## src/rtl/bs_pkg.sv

```systemverilog
// rtl/bs_pkg.sv - shared types and defaults for the FM0 backscatter encoder
// Holds the frame state enum, default half-bit divider and preamble,
// counter widths and the len-to-byte-count helper.
package bs_pkg;

  typedef enum logic [2:0] {
    ST_IDLE,
    ST_PREAMBLE,
    ST_DATA,
    ST_EOF,
    ST_DONE
  } bs_state_t;

  localparam int          CLK_DIV_DEF  = 100;
  localparam logic [7:0]  PREAMBLE_DEF = 8'b1010_1100;
  localparam int          LEN_W        = 4;
  localparam int          CNT_W        = 5;

  // A len field of zero encodes a full 16-byte payload.
  function automatic logic [CNT_W-1:0] len_to_count(input logic [LEN_W-1:0] l);
    return (l == '0) ? CNT_W'(16) : CNT_W'(l);
  endfunction

endpackage

```

## src/rtl/bs_tick_gen.sv

```systemverilog
// rtl/bs_tick_gen.sv - half-bit tick counter with synchronous restart
// Ports: clk, rst_n (sync, active-low), restart (zero the count),
// en (count enable), tick (high for one cycle every DIV enabled clocks).
module bs_tick_gen #(
  parameter int DIV = 100
) (
  input  logic clk,
  input  logic rst_n,
  input  logic restart,
  input  logic en,
  output logic tick
);

  localparam int CW = (DIV > 1) ? $clog2(DIV) : 1;

  logic [CW-1:0] cnt;

  assign tick = en && (cnt == CW'(DIV - 1));

  always_ff @(posedge clk) begin
    if (!rst_n) begin
      cnt <= '0;
    end else if (restart) begin
      cnt <= '0;
    end else if (en) begin
      cnt <= tick ? '0 : cnt + CW'(1);
    end
  end

endmodule

```

## src/rtl/bs_fm0_encoder.sv

```systemverilog
// rtl/bs_fm0_encoder.sv - FM0 frame encoder: preamble, payload bytes, dummy-1 EOF
// Ports: clk, rst_n (sync, active-low); start/len request a frame;
// in_data/in_valid/in_ready feed payload bytes; mod_out is the FM0 level,
// mod_en gates the modulator; busy, done (normal end), err (underflow).
module bs_fm0_encoder
  import bs_pkg::*;
#(
  parameter int         CLK_DIV  = CLK_DIV_DEF,
  parameter logic [7:0] PREAMBLE = PREAMBLE_DEF
) (
  input  logic             clk,
  input  logic             rst_n,
  input  logic             start,
  input  logic [LEN_W-1:0] len,
  input  logic [7:0]       in_data,
  input  logic             in_valid,
  output logic             in_ready,
  output logic             mod_out,
  output logic             mod_en,
  output logic             busy,
  output logic             done,
  output logic             err
);

  bs_state_t        state, state_n;
  logic             tick, half, uflow, underflow, load;
  logic             buf_full, mod_out_q;
  logic [2:0]       bitcnt;
  logic [CNT_W-1:0] fetched, sent, len_eff;
  logic [7:0]       buf_q, shreg;
  logic             accept, active, bit_end, byte_end, cur_bit, take;

  assign accept   = (state == ST_IDLE) && start;
  assign active   = (state == ST_PREAMBLE) || (state == ST_DATA) || (state == ST_EOF);
  assign bit_end  = tick && half;
  assign byte_end = bit_end && (bitcnt == 3'd7);
  // Preamble and payload both live in shreg; EOF is a constant 1.
  assign cur_bit  = (state == ST_EOF) ? 1'b1 : shreg[3'd7 - bitcnt];
  assign in_ready = active && !buf_full && (fetched < len_eff);
  assign take     = in_valid && in_ready;
  assign mod_out  = mod_out_q;

  bs_tick_gen #(.DIV(CLK_DIV)) u_tick (
    .clk     (clk),
    .rst_n   (rst_n),
    .restart (accept),
    .en      (active),
    .tick    (tick)
  );

  always_ff @(posedge clk) begin
    if (!rst_n) state <= ST_IDLE;
    else        state <= state_n;
  end

  always_comb begin
    state_n   = state;
    load      = 1'b0;
    underflow = 1'b0;
    busy      = 1'b1;
    mod_en    = 1'b0;
    done      = 1'b0;
    err       = 1'b0;
    case (state)
      ST_IDLE: begin
        busy = 1'b0;
        if (start) state_n = ST_PREAMBLE;
      end
      ST_PREAMBLE: begin
        mod_en = 1'b1;
        if (byte_end) begin
          if (buf_full) begin
            load    = 1'b1;
            state_n = ST_DATA;
          end else begin
            underflow = 1'b1;
            state_n   = ST_DONE;
          end
        end
      end
      ST_DATA: begin
        mod_en = 1'b1;
        if (byte_end) begin
          if (sent == len_eff) begin
            state_n = ST_EOF;
          end else if (buf_full) begin
            load = 1'b1;
          end else begin
            underflow = 1'b1;
            state_n   = ST_DONE;
          end
        end
      end
      ST_EOF: begin
        mod_en = 1'b1;
        if (bit_end) state_n = ST_DONE;
      end
      ST_DONE: begin
        // The DONE cycle doubles as the underflow cycle; uflow selects the pulse.
        done    = !uflow;
        err     = uflow;
        state_n = ST_IDLE;
      end
      default: begin
        busy    = 1'b0;
        state_n = ST_IDLE;
      end
    endcase
  end

  always_ff @(posedge clk) begin
    if (!rst_n) begin
      uflow     <= 1'b0;
      half      <= 1'b0;
      bitcnt    <= '0;
      fetched   <= '0;
      sent      <= '0;
      len_eff   <= '0;
      buf_q     <= '0;
      buf_full  <= 1'b0;
      shreg     <= '0;
      mod_out_q <= 1'b0;
    end else begin
      uflow <= underflow;
      if (accept) begin
        len_eff   <= len_to_count(len);
        fetched   <= '0;
        sent      <= '0;
        buf_full  <= 1'b0;
        half      <= 1'b0;
        bitcnt    <= '0;
        shreg     <= PREAMBLE;
        mod_out_q <= 1'b1;  // first bit start inverts the idle 0
      end else begin
        if (take) begin
          buf_q    <= in_data;
          buf_full <= 1'b1;
          fetched  <= fetched + CNT_W'(1);
        end
        if (load) begin
          shreg    <= buf_q;
          buf_full <= 1'b0;
          sent     <= sent + CNT_W'(1);
        end
        if (tick) begin
          half <= ~half;
          if (!half) begin
            if (!cur_bit) mod_out_q <= ~mod_out_q;
          end else begin
            bitcnt    <= bitcnt + 3'd1;
            mod_out_q <= ~mod_out_q;
          end
        end
        if ((state_n == ST_DONE) || (state_n == ST_IDLE)) mod_out_q <= 1'b0;
      end
    end
  end

endmodule

```

## config.mk

```make
export PLATFORM = sky130hd
export DESIGN_NAME = bs_fm0_encoder
export DESIGN_NICKNAME = d
export VERILOG_FILES = /design/src/rtl/bs_pkg.sv /design/src/rtl/bs_tick_gen.sv /design/src/rtl/bs_fm0_encoder.sv
export SDC_FILE = /design/constraint.sdc
export NUM_CORES = 1
export LEC_CHECK = 0
export CAP_MARGIN = 20
export CORE_MARGIN = 1.5
export CORE_UTILIZATION = 40
export DETAILED_ROUTE_END_ITERATION = 8
export PLACE_DENSITY = 0.68
export SLEW_MARGIN = 30
export SYNTH_ARGS = -nofsm -noshare
export SYNTH_HDL_FRONTEND = slang
export SYNTH_SLANG_ARGS = --single-unit
```

## constraint.sdc

```tcl
create_clock -name clk -period 4.6 [get_ports clk]
set_clock_uncertainty 0.05 [all_clocks]
set_input_delay 1.15 -clock clk [delete_from_list [all_inputs] [get_ports clk]]
set_output_delay 1.15 -clock clk [all_outputs]
set_load 0.005 [all_outputs]
```

==> impl_metrics.toml <==
[cells_and_area]
diodes = 0
syn2layout_area_growth_pct = 18.1
fillCellCount = 548
fin_nets = 291
fin_util_pct = 48.9
drive_gt1_share_pct = 6.74

[cts]
clk_latency_ps = 310
clkSinkCount = 48
cts_tree = "yes"
clockRootBuffer = "clkbuf_8"
path_clk_slew_ps = 90
cts_buffer_depth = 2
htreeDepth = 2
cts_made_buffers = 5
postCtsHoldBufs = 0
postCtsSetupBuffers = 0
cts_resized = 0

[sta]
worst_slack_ps = 1140
fin_setup_tns_ps = 0
period_share_pct = 75.1
rsz0062_at_grt = "no"
max_freq_mhz = 289
fin_crit_ps = 3460
maxSlewViolCount = 0
relSlewSlack_pct = 47.7
setup_violations = 0
tightest_slew_ps = 783
hold_viol = 0

[critical_path]
critPathSlowestCell = "a2111oi_1"
critical_path_required_ps = 3400
path_cells = "o21bai_1 -> a2111oi_1 -> o21a_1 -> clkdlybuf4s50_1"
crit_cells = 4
cpPeakStageDelay_ps = 500
rr_startpoint = "state[1]"
crit_path_end_kind = "primary output"
start_kind = "flop"
ff2ff_setup_slack_ps = 1950
arrival_ps = 2260
cp_top_family = "compound AO/OA/AOI/OAI gates"
critPathKind = "flop to primary output"
cp_num_buf_inv = 1
worstRegToRegCells = 6
worstPathMaxFanout = 10
reg2reg_to = "shreg[7]"

[grt]
grt.overflow.total = 0
grt_pass1_wl_um = 7270
antenna_found_initial = 0
gr-usage-all-layers_pct = 15.2
grt_max_degree = 22
grt_pass1_vias = 1607

[floorplan]
fp.dieArea_sq_um = 6130
initial_core_util_pct = 41.4
core_area_sq_um = 5470
die-height_um = 78.3
die_x_um = 78.3
io_pins = 22
rows = 27

[routing]
drc = 0
wl_per_cell_um = 12.3
routed_via_density = 5.10
vias = 1728
firstDrtPassIters = 4
wl_um = 4160
ant_nets = 0
drtIter0Drc = 97

[placement]
routabilityCongestion = 0.774
dpl.hpwl_um = 2940
port_buffers = 21
post-place-ws_ps = 1440

[logic_synthesis]
synthArstFlopShare_pct = 0
ys_seq_area_share_pct = 42.4
synthFlopType = "dfxtp_1"
ys_warn_count = 0
synth_top_area_cell = "dfxtp_1"
syn_area_sq_um = 2270
synth_edf_count = 0
ys_types = 42
synth.top_cells.by_area = "dfxtp_1, mux2i_1, nor2_1, ha_1, xnor2_1"
avgSynthCellArea_sq_um = 9.29
ys_seq_elements = 48
synth_top_area_share_pct = 42.4
syn_nets = 269
synth_cells = 244

[hold_path]
min_path_type = "flop to flop"
hp-start = "u_tick.cnt[1]"
hold_path_end = "u_tick.cnt[1]"
min_path_cells = 2

[flow_run]
max_cap_violations = 0

[power_and_ir_drop]
p_leak_nw = 1.00
peakVddDrop_uv = 185
power-per-cell-area_nw_per_um2 = 328

[run_status]
status = "finished, final reports clean"
==> tightest hold or removal path: stages (launching register included) <==
cell     delay (ps)
dfxtp_1         330
nand2_1          60
a21oi_1          50
==> report_power, final <==
group          switching (mW)  internal (mW)
Combinational          0.0355         0.0375
Sequential            0.00869          0.426
Clock                   0.151          0.219
==> per-layer routing <==
metal / share of wire (%) / routed length (um) / up-vias / GRT usage [%]
li1: - / - / 898 / -
met1: 53 / 2200 / 807 / 20.4
met2: 42 / 1770 / 18 / 22.3
met3: 3.1 / 129 / 5 / 4.30
met4: 1.6 / 66 / 0 / 7.14
met5: 0 / 0 / - / 0
==> cells by family after synthesis <==
group,Yosys count,share of synthesized area [%]
XOR/XNOR,16,6.18
adder cells (fa/ha/maj),9,4.97
multiplexers,27,13.0
AND/OR/NAND/NOR,83,17.9
flip-flops,48,42.4
AO/OA/AOI/OAI,43,11.9
buffers and inverters,18,3.59
==> through the flow <==
step	area, sq um	hold WS (ps)	instances	total power [mW]
after floorplan	2270	399	244	0.487
after global placement	2540	418	331	0.517
after detailed placement	2540	415	331	0.518
after CTS	2680	429	339	0.887
after global routing	2680	467	339	0.913
final	2680	426	339	0.877
==> cell usage after synthesis (2+ instances only) <==
master and count:
o21ai_0 8, dfxtp_1 48, inv_1 9, xor2_1 4
mux2i_1 25, or3_1 6, buf_2 2, ha_1 9
nor4_1 2, clkbuf_1 4, nor2_1 38, o211ai_1 2
a31oi_1 2, a21oi_1 20, xnor2_1 12, mux4_2 2
nand2b_1 3, a211oi_1 3, nand2_1 11, nand3_1 12
==> cells in the final DEF, fill, tap and decap left out, drive strengths merged <==
master	synthesis	routed
a2111oi	1	1
o21ai	8	8
a221oi	1	1
and3	1	1
o21bai	1	1
a21o	1	1
nand4	1	1
mux4	2	2
mux2i	25	25
clkdlybuf4s50	0	21
inv	9	10
or3	6	6
clkinv	1	1
xor2	4	4
clkbuf	4	5
nand2b	3	3
nand3b	1	1
nor2	38	38
nor3	2	2
ha	9	9
o21a	1	1
or4	1	1
dfxtp	48	48
nor4	2	2
a21bo	1	1
or3b	1	1
a21oi	20	20
nand3	12	12
buf	4	2
nand4b	1	1
xnor2	12	12
nor2b	1	1
bufinv	0	2
a211oi	4	4
a41oi	1	1
o211ai	2	2
or2	1	1
a31oi	2	2
nand2	12	12
==> flip-flops by register name, summed over array words and instances, names as in the netlist <==
register    flops
buf_q           8
shreg           8
u_tick.cnt      7
fetched         5
len_eff         5
sent            5
bitcnt          3
state           3
buf_full        1
half            1
mod_out         1
uflow           1
==> final cells by class <==
cell class              count  area, sq um  share of cell area [%]
clock inverters             3         68.8                    2.57
inverters                  10         37.5                    1.40
repair buffers             23          225                    8.42
flip-flops and latches     48          961                    35.9
well taps                  72         90.1                    3.37
multi-input cells         178         1220                    45.7
clock buffers               5         68.8                    2.57
==> how the worst max path moves through the flow <==
stage / to / start
final: in_ready / state[1]
after global routing: in_ready / state[0]
after CTS: in_ready / state[0]
after detailed placement: in_ready / state[0]
after global placement: in_ready / state[0]
after floorplan: in_ready / len_eff[4]
No activity file was read; power rests on OpenSTA's default activity.
